### src/rtl/wb_warmboot_ctrl.sv
// Warm-boot controller for the iCE40 SB_WARMBOOT primitive.
// Firmware arms it with a key write, then issues GO. After a programmable
// delay it raises a sticky boot request with the latched image select.
// The delay gives the USB DFU detach handshake time to complete first.
module wb_warmboot_ctrl #(
    parameter int unsigned DELAY_W     = 24,
    parameter int unsigned ARM_TIMEOUT = 65535,
    parameter logic [31:0] KEY         = 32'hB007CAFE
) (
    input  logic        clk_i,
    input  logic        rst_i,
    input  logic [1:0]  wb_addr_i,
    output logic [31:0] wb_rdata_o,
    input  logic [31:0] wb_wdata_i,
    input  logic        wb_we_i,
    input  logic        wb_cyc_i,
    output logic        wb_ack_o,
    output logic        boot_now_o,
    output logic [1:0]  boot_sel_o
);

    // state   | meaning
    // IDLE    | disarmed, waiting for key
    // ARMED   | key accepted, waiting for GO (auto-disarms on timeout)
    // WAIT    | counting down the programmed delay
    // FIRE    | boot request asserted, only reset leaves
    typedef enum logic [1:0] {
        ST_IDLE  = 2'd0,
        ST_ARMED = 2'd1,
        ST_WAIT  = 2'd2,
        ST_FIRE  = 2'd3
    } state_t;

    localparam int unsigned      ARM_W    = (ARM_TIMEOUT > 1) ? $clog2(ARM_TIMEOUT) : 1;
    localparam logic [ARM_W-1:0] ARM_LAST = ARM_W'(ARM_TIMEOUT - 1);

    state_t               state_q;
    logic [DELAY_W-1:0]   delay_q;
    logic [DELAY_W-1:0]   cnt_q;
    logic [ARM_W-1:0]     arm_cnt_q;
    logic [1:0]           sel_q;
    logic                 err_q;
    logic                 ack_q;
    logic [31:0]          rdata_q;
    logic                 boot_now_q;

    logic                 ack_d;
    logic                 err_d;
    logic [31:0]          rdata_d;
    logic [31:0]          rd_val;

    logic wr_stb, rd_stb;
    logic wr_csr, wr_dly, wr_key;
    logic key_ok, csr_go, csr_abort, csr_clr;
    logic in_fire, err_set, err_clr;

    // The strobe is only live on the first cycle of cyc, so each bus cycle
    // produces exactly one write or read action.
    assign wr_stb    = wb_cyc_i & wb_we_i & ~ack_q;
    assign rd_stb    = wb_cyc_i & ~wb_we_i & ~ack_q;
    assign wr_csr    = wr_stb & (wb_addr_i == 2'd0);
    assign wr_dly    = wr_stb & (wb_addr_i == 2'd1);
    assign wr_key    = wr_stb & (wb_addr_i == 2'd2);
    assign key_ok    = (wb_wdata_i == KEY);
    assign csr_go    = wb_wdata_i[2];
    assign csr_abort = wb_wdata_i[3];
    assign csr_clr   = wb_wdata_i[8];
    assign in_fire   = (state_q == ST_FIRE);

    // Once firing, the block is frozen: no write can raise or clear err.
    assign err_set = ~in_fire &
                     ((wr_key & ~key_ok) |
                      (wr_csr & csr_go & ((state_q == ST_IDLE) || (state_q == ST_WAIT))));
    assign err_clr = ~in_fire & wr_csr & csr_clr;
    assign err_d   = err_set | (err_q & ~err_clr);

    assign ack_d   = wb_cyc_i & ~ack_q;
    assign rdata_d = rd_stb ? rd_val : 32'd0;

    // Read mux; DELAY shows the live countdown while waiting.
    always_comb begin
        rd_val = 32'd0;
        case (wb_addr_i)
            2'd0: rd_val = {(state_q != ST_IDLE), 22'd0, err_q, 2'd0, state_q, 2'd0, sel_q};
            2'd1: rd_val = (state_q == ST_WAIT) ? 32'(cnt_q) : 32'(delay_q);
            default: rd_val = 32'd0;
        endcase
    end

    // Bus response, error flag and sequencing FSM.
    always_ff @(posedge clk_i) begin
        if (rst_i) begin
            state_q    <= ST_IDLE;
            delay_q    <= '0;
            cnt_q      <= '0;
            arm_cnt_q  <= '0;
            sel_q      <= 2'd0;
            err_q      <= 1'b0;
            ack_q      <= 1'b0;
            rdata_q    <= 32'd0;
            boot_now_q <= 1'b0;
        end else begin
            ack_q   <= ack_d;
            rdata_q <= rdata_d;
            err_q   <= err_d;
            case (state_q)
                ST_IDLE: begin
                    if (wr_dly) delay_q <= wb_wdata_i[DELAY_W-1:0];
                    if (wr_key && key_ok) begin
                        state_q   <= ST_ARMED;
                        arm_cnt_q <= '0;
                    end
                end
                ST_ARMED: begin
                    if (wr_dly) delay_q <= wb_wdata_i[DELAY_W-1:0];
                    if (wr_csr && csr_abort) begin
                        state_q <= ST_IDLE;
                    end else if (wr_csr && csr_go) begin
                        state_q <= ST_WAIT;
                        sel_q   <= wb_wdata_i[1:0];
                        cnt_q   <= delay_q;
                    end else if (wr_key && key_ok) begin
                        arm_cnt_q <= '0;
                    end else if (arm_cnt_q == ARM_LAST) begin
                        state_q <= ST_IDLE;
                    end else begin
                        arm_cnt_q <= arm_cnt_q + ARM_W'(1);
                    end
                end
                ST_WAIT: begin
                    // Abort is honoured even on the cycle the count expires.
                    if (wr_csr && csr_abort) begin
                        state_q <= ST_IDLE;
                    end else if (cnt_q == '0) begin
                        state_q    <= ST_FIRE;
                        boot_now_q <= 1'b1;
                    end else begin
                        cnt_q <= cnt_q - DELAY_W'(1);
                    end
                end
                default: begin
                    boot_now_q <= 1'b1;
                end
            endcase
        end
    end

    assign wb_ack_o   = ack_q;
    assign wb_rdata_o = rdata_q;
    assign boot_now_o = boot_now_q;
    assign boot_sel_o = sel_q;

endmodule
### config.mk
export PLATFORM = sky130hd
export DESIGN_NAME = wb_warmboot_ctrl
export DESIGN_NICKNAME = d
export VERILOG_FILES = /design/src/rtl/wb_warmboot_ctrl.sv
export SDC_FILE = /design/constraint.sdc
export NUM_CORES = 1
export LEC_CHECK = 0
export CAP_MARGIN = 20
export CORE_MARGIN = 8
export CORE_UTILIZATION = 54
export DETAILED_ROUTE_END_ITERATION = 12
export PLACE_DENSITY = 0.81
export SYNTH_ARGS = -nofsm -noshare
export SYNTH_HDL_FRONTEND = slang
export SYNTH_SLANG_ARGS = --single-unit
### constraint.sdc
create_clock -name clk_i -period 2.92 [get_ports clk_i]
set_input_delay 0.876 -clock clk_i [delete_from_list [all_inputs] [get_ports clk_i]]
set_output_delay 0.876 -clock clk_i [all_outputs]
set_load 0.05 [all_outputs]
### After elaboration in Yosys (flattened, before gate mapping)

Cells that the tools add are included.

* bits in registers: 103
* input bits: 38

* add/sub/neg operators: 2
* eq/ne operators: 18
* muxes and demuxes: 24
* bitwise operators: 25
* reductions and logical operators: 19

Operators with widths (count)
* $mux W24: 5
* $mux W16: 5
* $pmux W32 S2: 1
* $pmux W24 S2: 1
* $eq A32 B32 Y1 const B: 1
* $pmux W16 S2: 1
* $logic_not A24 Y1: 1
* $sub A24 B1 Y24 const B: 1
* $add A16 B1 Y16 const B: 1
* $eq A16 B16 Y1 const B: 1
* $and A1 B1 Y1: 15
* $reduce_and A5 Y1: 3
* $mux W2: 7
* $ne A2 B2 Y1 const B: 5
* $ne A4 B4 Y1 const B: 2
* $not A1 Y1: 8
* $eq A2 B2 Y1 const B: 3
* $pmux W2 S3: 1
* $reduce_and A3 Y1: 2
* $reduce_bool A2 Y1: 3
* $eq A2 B1 Y1 const B: 2
* $logic_not A2 Y1: 2
* $ne A2 B1 Y1 const B: 2
* $reduce_or A2 Y1: 2
* other kinds (9): 13

### Logic depth before layout (Yosys ltp)

* depth after elaboration: 8
* gate-level depth with buffers: 10
* mapped depth without buffers: 8

### Worst setup path after synthesis

OpenSTA, ideal clock, no wires.

* kind: input -> register
* start: in wb_addr_i[1]
* end: reg cnt_q[9]
* setup time: 0.074 ns
* arrival: 2.619 ns
* required time: 2.846 ns
* path slack: 0.227 ns
* stages: 6
* buffers on the path: 0
* cells stage by stage: or2_2 o31a_1 a311o_1 nand2b_4 or4_1 a31oi_1

* cells in the longest elaborated chain, start to end: 5
* elaborated cells on any way between the ends: 8
* those cells by class: 3 x eq/ne; 1 x bitwise; 4 x reduce/logical

Ends and longest elaborated chain
* start: declaration: line 12 `input logic [1:0] wb_addr_i,`
* $logic_not A2 Y1 *: line 61 `assign wr_csr = wr_stb & (wb_addr_i == 2'd0);`
* $and A1 B1 Y1 *: line 61
* $logic_and A1 B1 Y1, on equally long branches: line 118, 116, 132
* $ne A2 B2 Y1 (no line)
* $reduce_and A5 Y1 (no line) *
* end signal: assignment: line 121 `cnt_q <= delay_q;`
* end signal: assignment: line 138 `cnt_q <= cnt_q - DELAY_W'(1);`
* end: declaration: line 39 `logic [DELAY_W-1:0] cnt_q;`

Every way passes the cells marked *; elsewhere a longest branch is shown, timed or not.
A chain may end at the register's enable or synchronous reset.

### Worst setup path after layout

* start: in wb_wdata_i[14]
* end: reg state_q[0]

* cells in the longest elaborated chain, start to end: 4
* elaborated cells on any way between the ends: 5
* those cells by class: 3 x eq/ne; 2 x reduce/logical

Ends and longest elaborated chain
* start: declaration: line 14 `input logic [31:0] wb_wdata_i,`
* $eq A32 B32 Y1 *: line 64 `assign key_ok = (wb_wdata_i == KEY);`
* $logic_and A1 B1 Y1 *: line 109, 122
* $ne A4 B4 Y1 (no line) / $ne A2 B1 Y1 (equally long branches)
* $reduce_and A5 Y1 (no line) *
* end signal: assignment: line 110 `state_q <= ST_ARMED;`
* end signal: assignment: line 117 `state_q <= ST_IDLE;`
* end signal: assignment: line 125 `state_q <= ST_IDLE;`
* end: declaration: line 37 `state_t state_q;`

Marks and branches as above.

==> results_dict.tcl <==
set metrics [dict create \
    synth_edf_count 0 \
    synth_top_area_frac 0.3925 \
    die_w_um 111.2 \
    synth_cells 622 \
    clock_latency_ns 0.36 \
    slew_viol_final 0 \
    power.switching_uw 657.9 \
    startpoint_type "input port" \
    required_ns 3.17 \
    route.detailed.drc 0 \
    ys_warn_count 0 \
    crit_path_max_fanout 3 \
    cts_root_buf "clkbuf_8" \
    busiest_layer "met2" \
    crit_type "in2reg" \
    synth_area_leaders "dfxtp_1 (39%), a21oi_1 (7.0%), nand2_1 (6.4%)" \
    status "finished clean" \
    dr.pass1.iters 5 \
    post_cts_buffers 0 \
    antenna_left 0 \
    fill_cells 698 \
    drv_cap 0 \
    synth_area_sq_um 4896 \
    syn_to_final_growth_pct 23.08 \
    n_antenna_cell 0 \
    endpoint_kind "flip-flop" \
    clock-sinks 96 \
    yosysTopAreaCell "dfxtp_1" \
    overflow 0 \
    finClkSkew_ns 0.004113 \
    portBuffers 66 \
    cts_max_level 3 \
    synth-seq-cells 96 \
    cts.path.max_buffers 2 \
    worst_slack_ns 0.08249 \
    p_leak_uw 0.002157 \
    path_clk_slew_ns 0.09 \
    grt_max_degree 52 \
    instances_no_fill 818 \
    path_cells "clkdlybuf4s50_1, nor4bb_1, buf_4, nand4_1, nor3_2, buf_4, nor4_1, or2_2, a221oi_1" \
    cts_tree "built" \
    hold_class "reg2reg" \
    internal_power_uw 1854 \
    finalSetupViolCount 0 \
    min_period_over_period 0.9717 \
    finish.utilization 0.6876 \
    die_h_um 111.2 \
    p_comb_frac 0.124 \
    rsz0062_at_grt "false" \
    gp_congestion 0.9248 \
    antenna_found_initial 0 \
    fp.coreArea_sq_um 8763 \
    slew_headroom 0.6403 \
    viasPerCell 5.903 \
    worst_pin_slew_ns 0.5396 \
    place_ws_ns -0.1839 \
    syn_avg_cell_area_sq_um 7.871 \
    hold_viol 0 \
    p_sw_frac 0.2619 \
    yosys.cell_types.count 62 \
    drive_gt1_frac 0.1099 \
    totalWireLength_mm 13.30 \
    crit_path_frequent_cell "buf_4" \
    holdWs_ns 0.4543 \
    grt_use_met2 0.3564 \
    slowest_delay_ns 0.48 \
    use_met1 0.2468 \
    grt_pass1_vias 4630 \
    post-route-min-period_ns 2.838 \
    synth_most_common_cell "dfxtp_1" \
    drt_iter0_drc 331 \
    cts_buffers 9 \
    dpl.hpwl_mm 9.622 \
    vias 4829 \
    p_seq_frac 0.530 \
    arrival_ns 3.09 \
    max_freq_mhz 352.4 \
    grt_pass1_wl_mm 21.85 \
    dp.cells 802 \
    vdd_drop_max_mv 0.2205 \
    yosysSeqAreaShare 0.3925 \
    worst-path-buf-inv 3 \
    num_io_pins 74 \
    final_nets 751 \
    crit_family "simple AND/OR/NAND/NOR gates" \
    dieArea_sq_um 12370 \
    use_met3 0.05087 \
    grt_usage 0.2086 \
    synthArstFlopShare 0 \
    power.share.clock 0.345 \
    routedWlPerCell_um 16.26 \
    row_count 34 \
    p_per_area_nw_per_um2 416.9 \
    ys.flop_type "dfxtp_1" \
    critPathSlowestCell "clkdlybuf4s50_1" \
    start_util 0.5587 \
    synth_common_cells "dfxtp_1 (96), nand2_1 (83), a21oi_1 (68), nor2_1 (51), o21ai_0 (30)" \
]
==> registers in the layout, indices dropped and copies added, names as in the netlist, 2 cells and up <==
signal,flops
wb_rdata_o,25
boot_sel_o,2
delay_q,24
cnt_q,24
arm_cnt_q,16
state_q,2
==> cell usage in the layout, fill, tap and decap left out, types with 5 or more instances in the layout <==
cell | synthesis | layout
inv_1 | 15 | 15
conb_1 | 1 | 7
ha_1 | 8 | 7
nand3_1 | 15 | 15
a211oi_1 | 5 | 5
and2_1 | 8 | 8
o21ai_0 | 30 | 30
nor3_1 | 13 | 13
clkdlybuf4s50_1 | 0 | 65
a21oi_1 | 68 | 68
nand4_1 | 10 | 10
nor2b_1 | 27 | 27
mux2i_1 | 13 | 13
or3_1 | 5 | 5
a31oi_1 | 6 | 6
and3_1 | 6 | 6
o21ai_1 | 18 | 18
o21a_1 | 6 | 6
o31ai_1 | 9 | 9
dfxtp_1 | 96 | 96
nand2_1 | 83 | 83
buf_4 | 7 | 43
o22ai_1 | 5 | 5
nand2b_1 | 13 | 13
nor2_1 | 51 | 51
clkbuf_8 | 0 | 9
o31a_1 | 6 | 6
nor4_1 | 8 | 8
==> kinds of logic after synthesis <==
| group | share of synthesized area |
|---|---|
| AOI/OAI and AO/OA | 0.2198 |
| adders and majority gates | 0.02045 |
| buffers and inverters | 0.05852 |
| DFF | 0.3925 |
| muxes | 0.02658 |
| other | 0.0007659 |
| and+or+nand+nor | 0.2814 |
==> metal layers <==
metal / up-vias / wire length, um
li1: 2364 / -
met4: 0 / 235
met5: - / 0
met2: 184 / 6611
met1: 2262 / 5583
met3: 19 / 866
==> path summary, 6_finish.rpt <==
check	from	end	slack (ns)	cells past startpoint
setup / recovery	wb_wdata_i[14]	state_q[0]	0.08	9
hold / removal	boot_now_o	boot_now_o	0.45	2
setup reg to reg	cnt_q[11]	cnt_q[7]	0.27	7
hold reg to reg	boot_now_o	boot_now_o	0.45	2
==> final cells by class <==
cell class	count	area (sq um)	share of cell area
Inverter	15	56.30	0.009344
Tap cell	108	135.1	0.02243
Timing Repair Buffer	110	998.5	0.1657
Sequential cell	96	1922	0.3189
Multi-Input combinational cell	473	2719	0.4512
Clock inverter	7	71.32	0.01184
Clock buffer	9	123.9	0.02056
==> power by group through the flow <==
stage,clock network (uW),registers [uW],logic [uW]
after floorplan,0,1370,165
after global placement,0,1360,298
after detailed placement,0,1360,305
after CTS,881,1330,307
after global routing,940,1330,335
final,868,1330,312
==> stage by stage <==
stage	area (sq um)	power (uW)	setup TNS (ns)
global route	6026	2609	0
floorplan	4918	1535	0
CTS	6020	2519	0
global placement	5824	1660	-1.903
detailed placement	5824	1668	-3.849
finish	6026	2512	0
==> repair_timing <==
action / CTS / global route
hold buffers: 0 / 0
resized for setup: 0 / 1
setup endpoints to repair: 0 / 2
==> worst reg2reg max path, stage by stage (launching register included) <==
cell and delay [ns]:
dfxtp_1 0.35, or4_4 0.59, or3_4 0.47, or4_4 0.58, nand2b_4 0.11, buf_4 0.21
o21a_1 0.15, a21oi_1 0.06
Power figures use the tool's default switching activity.
